**config.mk**
```make
export PLATFORM = sky130hd
export DESIGN_NAME = alu_stream
export DESIGN_NICKNAME = d
export VERILOG_FILES = /design/src/rtl/alu_stream.sv
export SDC_FILE = /design/constraint.sdc
export NUM_CORES = 1
export LEC_CHECK = 0
export CAP_MARGIN = 0
export CORE_MARGIN = 1.5
export CORE_UTILIZATION = 40
export CTS_CLUSTER_DIAMETER = 100
export DETAILED_ROUTE_END_ITERATION = 12
export GPL_TIMING_DRIVEN = 1
export PLACE_DENSITY_LB_ADDON = 0.08
export SLEW_MARGIN = 15
export SYNTH_ARGS = -nofsm -noshare
export SYNTH_HDL_FRONTEND = slang
export SYNTH_SLANG_ARGS = --single-unit
```
**constraint.sdc**
```tcl
create_clock -name clk -period 5.4 [get_ports clk]
set_input_delay 0.54 -clock clk [delete_from_list [all_inputs] [get_ports clk]]
set_output_delay 0.54 -clock clk [all_outputs]
set_load 0.02 [all_outputs]
```
**src/rtl/alu_stream.sv**
```systemverilog
// ============================================================================
// Module   : alu_stream
// Purpose  : Valid/ready streaming ALU with an iterative one-bit-per-cycle
//            shifter for shift amounts of two or more.
// Revision : 1.0 - initial release
// ============================================================================
`default_nettype none

module alu_stream #(
    parameter int WIDTH = 4,
    parameter int CW    = $clog2(WIDTH + 1)
) (
    input  logic             clk,
    input  logic             rst_n,
    input  logic             in_valid,
    output logic             in_ready,
    input  logic [3:0]       op,
    input  logic [WIDTH-1:0] a,
    input  logic [WIDTH-1:0] b,
    output logic             out_valid,
    input  logic             out_ready,
    output logic [WIDTH-1:0] y,
    output logic             zf,
    output logic             cf,
    output logic             of,
    output logic             ill
);

    localparam logic [3:0] c_op_add  = 4'd0;
    localparam logic [3:0] c_op_sub  = 4'd1;
    localparam logic [3:0] c_op_not  = 4'd2;
    localparam logic [3:0] c_op_and  = 4'd3;
    localparam logic [3:0] c_op_or   = 4'd4;
    localparam logic [3:0] c_op_xor  = 4'd5;
    localparam logic [3:0] c_op_slt  = 4'd6;
    localparam logic [3:0] c_op_eq   = 4'd7;
    localparam logic [3:0] c_op_sltu = 4'd8;
    localparam logic [3:0] c_op_sll  = 4'd9;
    localparam logic [3:0] c_op_srl  = 4'd10;
    localparam logic [3:0] c_op_sra  = 4'd11;

    // Shift direction is the low two opcode bits: 01 SLL, 10 SRL, 11 SRA.
    localparam logic [1:0] c_dir_sll = 2'b01;
    localparam logic [1:0] c_dir_srl = 2'b10;

    typedef enum logic [0:0] {
        ST_IDLE  = 1'b0,
        ST_SHIFT = 1'b1
    } state_t;

    state_t           state_q,     state_d;
    logic [CW-1:0]    cnt_q,       cnt_d;
    logic [WIDTH-1:0] work_q,      work_d;
    logic [1:0]       dir_q,       dir_d;
    logic             out_valid_q, out_valid_d;
    logic [WIDTH-1:0] y_q,         y_d;
    logic             zf_q,        zf_d;
    logic             cf_q,        cf_d;
    logic             of_q,        of_d;
    logic             ill_q,       ill_d;

    logic [WIDTH:0]   w_sum;
    logic [WIDTH-1:0] w_diff;
    logic [32:0]      w_b_ext;
    logic [CW-1:0]    w_n;
    logic             w_is_shift;
    logic             w_long_shift;
    logic [WIDTH-1:0] w_alu_y;
    logic             w_alu_zf;
    logic             w_alu_cf;
    logic             w_alu_of;
    logic             w_alu_ill;
    logic             w_accept;
    logic             w_deliver;

    function automatic logic [WIDTH-1:0] shift1(input logic [WIDTH-1:0] v,
                                                input logic [1:0]       dir);
        case (dir)
            c_dir_sll: shift1 = {v[WIDTH-2:0], 1'b0};
            c_dir_srl: shift1 = {1'b0, v[WIDTH-1:1]};
            default:   shift1 = {v[WIDTH-1], v[WIDTH-1:1]};
        endcase
    endfunction

    assign w_sum   = {1'b0, a} + {1'b0, b};
    assign w_diff  = a - b;
    assign w_b_ext = 33'(b);

    // Saturating the amount at WIDTH keeps the counter narrow and gives the
    // all-zero / all-sign result naturally after WIDTH single-bit steps.
    assign w_n          = (w_b_ext >= 33'(WIDTH)) ? CW'(WIDTH) : CW'(b);
    assign w_is_shift   = (op == c_op_sll) || (op == c_op_srl) || (op == c_op_sra);
    assign w_long_shift = w_is_shift && (w_n >= CW'(2));

    always_comb begin
        w_alu_y   = '0;
        w_alu_cf  = 1'b0;
        w_alu_of  = 1'b0;
        w_alu_ill = 1'b0;
        case (op)
            c_op_add: begin
                w_alu_y  = w_sum[WIDTH-1:0];
                w_alu_cf = w_sum[WIDTH];
                w_alu_of = (a[WIDTH-1] == b[WIDTH-1]) && (w_sum[WIDTH-1] != a[WIDTH-1]);
            end
            c_op_sub: begin
                w_alu_y  = w_diff;
                w_alu_cf = (a < b);
                w_alu_of = (a[WIDTH-1] != b[WIDTH-1]) && (w_diff[WIDTH-1] != a[WIDTH-1]);
            end
            c_op_not:  w_alu_y = ~a;
            c_op_and:  w_alu_y = a & b;
            c_op_or:   w_alu_y = a | b;
            c_op_xor:  w_alu_y = a ^ b;
            c_op_slt:  w_alu_y = {{(WIDTH-1){1'b0}}, ($signed(a) < $signed(b))};
            c_op_eq:   w_alu_y = {{(WIDTH-1){1'b0}}, (a == b)};
            c_op_sltu: w_alu_y = {{(WIDTH-1){1'b0}}, (a < b)};
            c_op_sll, c_op_srl, c_op_sra:
                w_alu_y = (w_n == '0) ? a : shift1(a, op[1:0]);
            default:   w_alu_ill = 1'b1;
        endcase
        w_alu_zf = !w_alu_ill && (w_alu_y == '0);
    end

    assign in_ready  = rst_n && (state_q == ST_IDLE) && (!out_valid_q || out_ready);
    assign w_accept  = in_valid && in_ready;
    assign w_deliver = out_valid_q && out_ready;

    always_comb begin
        state_d     = state_q;
        cnt_d       = cnt_q;
        work_d      = work_q;
        dir_d       = dir_q;
        out_valid_d = out_valid_q && !w_deliver;
        y_d         = y_q;
        zf_d        = zf_q;
        cf_d        = cf_q;
        of_d        = of_q;
        ill_d       = ill_q;
        case (state_q)
            ST_IDLE: begin
                if (w_accept) begin
                    if (w_long_shift) begin
                        work_d  = a;
                        cnt_d   = w_n;
                        dir_d   = op[1:0];
                        state_d = ST_SHIFT;
                    end else begin
                        out_valid_d = 1'b1;
                        y_d         = w_alu_y;
                        zf_d        = w_alu_zf;
                        cf_d        = w_alu_cf;
                        of_d        = w_alu_of;
                        ill_d       = w_alu_ill;
                    end
                end
            end
            default: begin
                if (cnt_q > CW'(1)) begin
                    work_d = shift1(work_q, dir_q);
                    cnt_d  = cnt_q - CW'(1);
                end else begin
                    y_d         = shift1(work_q, dir_q);
                    zf_d        = (shift1(work_q, dir_q) == '0);
                    cf_d        = 1'b0;
                    of_d        = 1'b0;
                    ill_d       = 1'b0;
                    out_valid_d = 1'b1;
                    cnt_d       = '0;
                    state_d     = ST_IDLE;
                end
            end
        endcase
    end

    always_ff @(posedge clk) begin
        if (!rst_n) begin
            state_q     <= ST_IDLE;
            cnt_q       <= '0;
            work_q      <= '0;
            dir_q       <= '0;
            out_valid_q <= 1'b0;
            y_q         <= '0;
            zf_q        <= 1'b0;
            cf_q        <= 1'b0;
            of_q        <= 1'b0;
            ill_q       <= 1'b0;
        end else begin
            state_q     <= state_d;
            cnt_q       <= cnt_d;
            work_q      <= work_d;
            dir_q       <= dir_d;
            out_valid_q <= out_valid_d;
            y_q         <= y_d;
            zf_q        <= zf_d;
            cf_q        <= cf_d;
            of_q        <= of_d;
            ill_q       <= ill_d;
        end
    end

    assign out_valid = out_valid_q;
    assign y         = y_q;
    assign zf        = zf_q;
    assign cf        = cf_q;
    assign of        = of_q;
    assign ill       = ill_q;

endmodule

`default_nettype wire

```
==> impl_metrics.yaml, run 1 <==
run_status:
  status: "finished, final reports clean"
global_route:
  grt_usage: 0.2000
  grt_pass1_wl_mm: 8.328
  grt_max_degree: 23
  antenna_found_initial: 0
  grt_pass1_vias: 1692
  overflow: 0
synthesis:
  ys_seq_area_frac: 0.1955
  synth-edff-count: 0
  synth_nets: 270
  avgSynthCellArea_um2: 8.386
  async_flop_share: 0
  synth.distinct_cells: 65
  ys_ff_latch: 19
  synth_area_leaders: "dfxtp_1 (20%), ha_1 (13%), nand2_1 (4.6%), nor2b_1 (4.5%), inv_1 (3.7%)"
  synth_cells: 232
  yosys.area.top_type: "dfxtp_1"
  yosysTopAreaCellShare: 0.1955
  synth_area_um2: 1946
  synth_ff_type: "dfxtp_1"
  yosys_warnings: 0
timing:
  worst_slew_pin_slew_ns: 0.7667
  min_period_over_period: 0.5432
  max_slew_margin: 0.4881
  hold_viol: 0
  report.final.slew_viol_count: 0
  fin_worst_skew_ns: 0.002241
  finalWorstSetupSlack_ns: 2.467
  rsz0062_at_grt: "false"
  fin_tns_setup_ns: 0
  finalSetupViolCount: 0
  fmax_ghz: 0.3409
  min_period_ns: 2.933
pwr:
  p_leak_nw: 0.8613
  p_per_area_nw_per_um2: 172.1
  peakVddDrop_mv: 0.1429
clock_network:
  cts.sinks: 19
  numCtsBuffers: 3
  clockRootBuffer: "clkbuf_8"
  clock_latency_ns: 0.25
  cts_setup_buffers: 0
  cts_resized: 0
  cts_tree: "yes"
  ctsHoldBuffers: 0
  clkTransAtPathRegs_ns: 0.07
  htree_levels: 1
  clockBufferDepth: 2
route:
  first_pass_iters: 4
  avgViaCountPerCell: 5.595
  drt_iter0_drc: 128
  wl_met2_mm: 2.290
  ant_nets: 0
  wl_met3_um: 234
  wl_met1_mm: 2.257
  totalWireLength_mm: 4.886
  maxUsedRoutingLayer: "met4"
  wl_per_cell_um: 16.07
  drc: 0
  vias: 1701
critical_path:
  path_class: "input port to flop"
  max_stage_delay_ns: 0.60
  required_ns: 5.55
  cp.arrival_ns: 3.09
  crit_fanout: 6
  start_kind: "input port"
  crit_chain: "clkdlybuf4s50_1 -> inv_1 -> ha_1 -> fa_1 -> o21bai_1 -> a21oi_1 -> a32o_1 -> nor4_2 -> o2bb2ai_1 -> and2_1"
  cp-end-kind: "flop"
  critPathSlowestCell: "clkdlybuf4s50_1"
layout:
  layout-drive-gt1-share: 0.08400
  mostFrequentLayoutCells: "clkdlybuf4s50_1 (25), nand2_1 (24), ha_1 (20)"
  layout.cells.non_filler: 304
  fin_nets: 289
  num_antenna_cells: 0
  final_common_cell: "clkdlybuf4s50_1"
  area_growth_pct: 14.21
die:
  pin_count: 26
  core_area_um2: 4692
  rows: 25
  start_util: 0.4147
  die_w_um: 72.74
  die_area_um2: 5291
  fp.dieH_um: 72.74
hold_path:
  worstHoldPathType: "flop to flop"
placement:
  place_congestion: 0.9056
  post-place-ws_ns: 2.204
  io_buffers: 25
  place_hpwl_mm: 3.819
  dp_cells: 300
flow_run:
  maxCapViolCount: 0
[state kept, by name, summed over array words and instances, names as in the netlist]
| register | flops |
|---|---|
| y | 4 |
| of | 1 |
| state_q | 1 |
| zf | 1 |
| dir_q | 2 |
| ill | 1 |
| cnt_q | 3 |
| work_q | 4 |
| cf | 1 |
| out_valid | 1 |
[routing by layer]
layer,vias to the layer above,global-route usage
li1,866,-
met1,783,0.2677
met2,43,0.3394
met3,9,0.01657
met4,0,0.06499
met5,-,0
[kinds of logic after synthesis]
| kind of cell | after synthesis | share of synthesized area |
|---|---|---|
| AOI/OAI and AO/OA | 68 | 0.2643 |
| xor gates and xnor gates | 3 | 0.01351 |
| adders and majority gates | 22 | 0.1492 |
| buffers and inverters | 30 | 0.08103 |
| DFF | 19 | 0.1955 |
| muxes | 5 | 0.02637 |
| and+or+nand+nor | 85 | 0.2701 |
[final cells by class]
class                           instances  area, µm²
Fill cell                             485       2470
Multi-Input combinational cell        183       1408
Sequential cell                        19      380.4
Timing Repair Buffer                   25      250.2
Inverter                               19      71.32
Tap cell                               54      67.56
Clock buffer                            4      45.04
[Yosys cell counts (all sizes together), types with 4 or more instances]
master,n
a211oi,6
a21oi,15
a22oi,5
and2,4
buf,6
clkbuf,4
dfxtp,19
ha,20
inv,19
mux2i,4
nand2,25
nand2b,8
nor2,11
nor2b,14
nor4,4
o211ai,5
o21ai,7
o21bai,4
[final timing paths]
check / endpoint / start / slack [ns] / cells after the start
worst max-delay path: y[0]$_SDFFE_PN0P_ / a[0] / 2.47 / 10
worst min-delay path: y[1]$_SDFFE_PN0P_ / y[1]$_SDFFE_PN0P_ / 0.49 / 2
worst max register to register: work_q[2]$_SDFFE_PN0P_ / state_q$_SDFF_PN0_ / 3.35 / 5
worst min register to register: y[1]$_SDFFE_PN0P_ / y[1]$_SDFFE_PN0P_ / 0.49 / 2
[per-stage QoR]
stage	hold slack, ns	util	area (µm²)	power (mW)
3_3_place_gp	0.4897	0.4640	2177	0.2867
4_1_cts	0.5074	0.4736	2222	0.3850
2_1_floorplan	0.4831	-	1946	0.2403
3_5_place_dp	0.4866	0.4640	2177	0.2842
5_1_grt	0.5094	0.4736	2222	0.4034
6_report	0.4928	0.4736	2222	0.3823
[report_power, final]
group	leakage, nW	total [mW]	switching (mW)	internal (mW)
clock network	0.0228	0.101	0.0483	0.0525
registers	0.154	0.149	0.00383	0.145
logic	0.684	0.132	0.0736	0.0587
total	0.861	0.382	0.126	0.257
[worst max-delay path, delay by kind of cell]
family | cells | cell delay, ns
adder cells (fa/ha/maj) | 2 | 0.64
AO/OA/AOI/OAI | 4 | 0.72
AND/OR/NAND/NOR | 2 | 0.48
buffers and inverters | 2 | 0.70
Power figures use the tool's default switching activity.
==> inputs of run 2 (changes only) <==
clock period = 2.5 ns   (was 5.4 ns; I/O delays follow)
==> impl_metrics.yaml, run 2 (synthesis gave the netlist of run 1 again) <==
layout:
  area_growth_pct: 25.08
  final_common_cell: "buf_4"
  layout.cells.non_filler: 332
  mostFrequentLayoutCells: "buf_4 (28), clkdlybuf4s50_1 (25), nand2_1 (24)"
  layout-drive-gt1-share: 0.1799
  num_antenna_cells: 0
  fin_nets: 317
pwr:
  p_per_area_nw_per_um2: 355.8
  p_int_mw: 0.5840
  power.total_mw: 0.8658
  power_frac_seq: 0.371
  sw_frac_of_total: 0.3254
  switchingPower_mw: 0.2818
  peakVddDrop_mv: 0.2989
  p_leak_nw: 1.002
  clockPowerShare: 0.251
  comb_power_share: 0.379
die:
  pin_count: 26
  die_area_um2: 5291
  start_util: 0.4147
  rows: 25
  core_area_um2: 4692
  die_w_um: 72.74
  fp.dieH_um: 72.74
run_status:
  status: "finished, final reports clean"
critical_path:
  r2r_setup_slack_ns: 0.67
  path_class: "input port to flop"
  required_ns: 2.66
  cp-end-kind: "flop"
  start_kind: "input port"
  cp.arrival_ns: 2.51
  crit_fanout: 2
clock_network:
  cts.sinks: 19
  clock_latency_ns: 0.26
  cts_setup_buffers: 0
  clockRootBuffer: "clkbuf_8"
  numCtsBuffers: 3
  ctsHoldBuffers: 0
  clockBufferDepth: 2
  clkTransAtPathRegs_ns: 0.08
  cts_resized: 0
  cts_tree: "yes"
  htree_levels: 1
route:
  wl_per_cell_um: 15.20
  vias: 1806
  drc: 0
  ant_nets: 0
  avgViaCountPerCell: 5.440
  first_pass_iters: 4
  drt_iter0_drc: 131
  totalWireLength_mm: 5.045
timing:
  fin_worst_skew_ns: 0.008688
  min_period_ns: 2.347
  finalSetupViolCount: 0
  min_period_over_period: 0.9389
  fin_tns_setup_ns: 0
  finalWorstSetupSlack_ns: 0.1528
  report.final.slew_viol_count: 0
  hold_viol: 0
  max_slew_margin: 0.7080
  fmax_ghz: 0.4260
  rsz0062_at_grt: "false"
  worst_slew_pin_slew_ns: 0.4347
flow_run:
  maxCapViolCount: 0
global_route:
  grt_max_degree: 22
  grt_pass1_wl_mm: 8.756
  grt_usage: 0.2099
  overflow: 0
  grt_pass1_vias: 1819
  grt-busiest-layer: "met2"
  grt_util_met2: 0.3425
  antenna_found_initial: 0
  use_met3: 0.01934
  grt.met1_usage: 0.2944
placement:
  post-place-ws_ns: -0.1388
  place_congestion: 0.8852
  dp_cells: 328
  place_hpwl_mm: 4.176
  io_buffers: 25
hold_path:
  worstHoldPathType: "flop to flop"
==> run 2: cell count changes in the layout (fill, tap and decap cells not counted) <==
| cell | change |
|---|---|
| clkbuf_1 | -1 |
| clkinv_2 | +1 |
| buf_4 | +28 |
==> run 2: final timing paths <==
check / cells after the start / start / end
max: 10 / a[0] / y[0]$_SDFFE_PN0P_
min: 2 / y[1]$_SDFFE_PN0P_ / y[1]$_SDFFE_PN0P_
max reg2reg: 7 / cnt_q[0]$_SDFFE_PN0P_ / work_q[2]$_SDFFE_PN0P_
min reg2reg: 2 / y[1]$_SDFFE_PN0P_ / y[1]$_SDFFE_PN0P_
==> run 2: cell type report <==
cell class                      count  area, µm²
Clock inverter                      1      5.005
Inverter                           19      71.32
Clock buffer                        3      41.29
Timing Repair Buffer               53      460.4
Multi-Input combinational cell    183       1408
Fill cell                         464       2258
Sequential cell                    19      380.4
Tap cell                           54      67.56
==> run 2: through the flow <==
| stage | area [µm²] | util | hold WS, ns |
|---|---|---|---|
| CTS | 2434 | 0.5187 | 0.4790 |
| floorplan | 1946 | - | 0.4619 |
| global route | 2434 | 0.5187 | 0.5061 |
| global placement | 2387 | 0.5088 | 0.4626 |
| detailed placement | 2387 | 0.5088 | 0.4648 |
| finish | 2434 | 0.5187 | 0.4688 |
==> run 2: worst max-delay path, cell delays in order <==
cell and delay, ns:
clkdlybuf4s50_1 0.49, inv_1 0.06, ha_1 0.23, fa_1 0.40, o21bai_1 0.19, a21oi_1 0.11
a32o_1 0.28, nor4_2 0.25, o2bb2ai_1 0.11, and2_1 0.15
==> run 2: routing by layer <==
| metal | routed length [µm] | share of wire |
|---|---|---|
| met1 | 2492 | 0.49 |
| met2 | 2283 | 0.45 |
| met3 | 185 | 0.037 |
| met4 | 84 | 0.017 |
| met5 | 0 | 0 |
==> run 2: power by group through the flow <==
| stage | Clock [mW] | Combinational (mW) | Sequential (mW) |
|---|---|---|---|
| after global placement | 0 | 0.329 | 0.328 |
| after global routing | 0.235 | 0.359 | 0.323 |
| after detailed placement | 0 | 0.327 | 0.328 |
| final | 0.217 | 0.328 | 0.321 |
| after CTS | 0.224 | 0.329 | 0.321 |
| after floorplan | 0 | 0.183 | 0.336 |
==> inputs of run 3 (changes only) <==
clock period = 3 ns   (was 2.5 ns; I/O delays follow)
==> impl_metrics.yaml, run 3 (synthesis gave the netlist of run 1 again) <==
layout:
  mostFrequentLayoutCells: "clkdlybuf4s50_1 (25), nand2_1 (24), ha_1 (20)"
  layout-drive-gt1-share: 0.1298
  num_antenna_cells: 0
  multi_input_area_um2: 1408
  final_common_cell: "clkdlybuf4s50_1"
  layout.cells.non_filler: 316
  fin_nets: 301
  register_area_um2: 380.4
  nFillCells: 487
  final_core_util: 0.4931
  area_growth_pct: 18.91
pwr:
  power_frac_seq: 0.382
  p_int_mw: 0.4695
  power.total_mw: 0.7005
  p_per_area_nw_per_um2: 302.8
  sw_frac_of_total: 0.3297
  p_leak_nw: 0.9230
  switchingPower_mw: 0.2310
  clockPowerShare: 0.259
  comb_power_share: 0.360
  peakVddDrop_mv: 0.2706
run_status:
  status: "finished, final reports clean"
die:
  start_util: 0.4147
  fp.dieH_um: 72.74
  die_w_um: 72.74
  rows: 25
  core_area_um2: 4692
  die_area_um2: 5291
  pin_count: 26
placement:
  io_buffers: 25
  place_hpwl_mm: 4.060
  place_congestion: 0.8836
  dp_cells: 312
route:
  ant_nets: 0
  first_pass_iters: 4
  vias: 1763
  wl_per_cell_um: 15.70
  drt_iter0_drc: 74
  avgViaCountPerCell: 5.579
  drc: 0
  totalWireLength_mm: 4.962
global_route:
  grt_usage: 0.2074
  overflow: 0
  antenna_found_initial: 0
  grt_pass1_vias: 1828
  grt_max_degree: 22
  grt_pass1_wl_mm: 8.576
timing:
  min_period_ns: 2.548
  max_slew_margin: 0.6919
  hold_viol: 0
  hold_ws_ns: 0.4625
  min_period_over_period: 0.8492
  report.final.slew_viol_count: 0
  fin_tns_setup_ns: 0
  finalSetupViolCount: 0
  rsz0062_at_grt: "false"
  worst_slew_pin_slew_ns: 0.4506
  fin_worst_skew_ns: 0.005758
  fmax_ghz: 0.3925
critical_path:
  critPathBufInv: 2
  cp.arrival_ns: 2.71
  critPathSlowestCell: "clkdlybuf4s50_1"
  required_ns: 3.16
  crit_fanout: 6
  path_delay_family: "compound AO/OA/AOI/OAI gates"
  crit_chain: "clkdlybuf4s50_1 -> inv_1 -> ha_1 -> fa_1 -> o21bai_1 -> a21oi_1 -> a32o_1 -> nor4_2 -> o2bb2ai_1 -> and2_1"
  max_stage_delay_ns: 0.59
  cp-end-kind: "flop"
  start_kind: "input port"
  path_class: "input port to flop"
flow_run:
  maxCapViolCount: 0
clock_network:
  clockBufferDepth: 2
  htree_levels: 1
  numCtsBuffers: 3
  cts_setup_buffers: 0
  cts_tree: "yes"
  cts_resized: 0
  clkTransAtPathRegs_ns: 0.08
  cts.sinks: 19
  ctsHoldBuffers: 0
  clock_latency_ns: 0.26
  clockRootBuffer: "clkbuf_8"
hold_path:
  worstHoldPathType: "flop to flop"
run 3: changes by cell type in the layout (fill, tap and decap cells not counted):
| cell | delta |
|---|---|
| buf_4 | -16 |
run 3: power groups by stage:
stage               registers, mW  clock network [mW]  logic [mW]
floorplan                   0.280                   0       0.152
global placement            0.274                   0       0.252
CTS                         0.268               0.190       0.253
detailed placement          0.273                   0       0.251
global route                0.269               0.195       0.278
finish                      0.267               0.181       0.252
run 3: cell type report:
type	count	area share
clock inverter	1	0.002163
inverter	19	0.03083
clock buffer	3	0.01785
tap	54	0.02920
multi-input combinational	183	0.6084
sequential	19	0.1644
timing repair buffer	37	0.1471
run 3: layer usage:
layer  track usage  up-vias  share of wire  routed length, µm
met1        0.2776      798           0.46               2302
met4       0.09434        0          0.034                171
li1              -      895              -                  -
met5             0        -              0                  0
met3       0.02486       16          0.049                245
met2        0.3333       54           0.45               2243
run 3: stage by stage:
step	setup WS [ns]	area, µm²
2_1_floorplan	1.002	1946
3_3_place_gp	0.2303	2267
3_5_place_dp	0.1757	2267
4_1_cts	0.4444	2313
5_1_grt	0.2859	2313
6_report	0.4523	2313
run 3: path summary, 6_finish.rpt:
path / slack (ns) / cells after the start / to / from
hold reg to reg: 0.46 / 2 / y[1]$_SDFFE_PN0P_ / y[1]$_SDFFE_PN0P_
setup reg to reg: 1.15 / 7 / work_q[1]$_SDFFE_PN0P_ / cnt_q[0]$_SDFFE_PN0P_
hold / removal: 0.46 / 2 / y[1]$_SDFFE_PN0P_ / y[1]$_SDFFE_PN0P_
setup / recovery: 0.45 / 10 / y[0]$_SDFFE_PN0P_ / a[0]
run 3: worst reg2reg max path, cell delays in order, from the launching register on:
cell	delay (ns)
dfxtp_1	0.39
ha_1	0.16
o21bai_1	0.12
nor2b_1	0.41
nand2b_1	0.21
nand2b_1	0.20
mux2i_1	0.20
nor2b_1	0.06
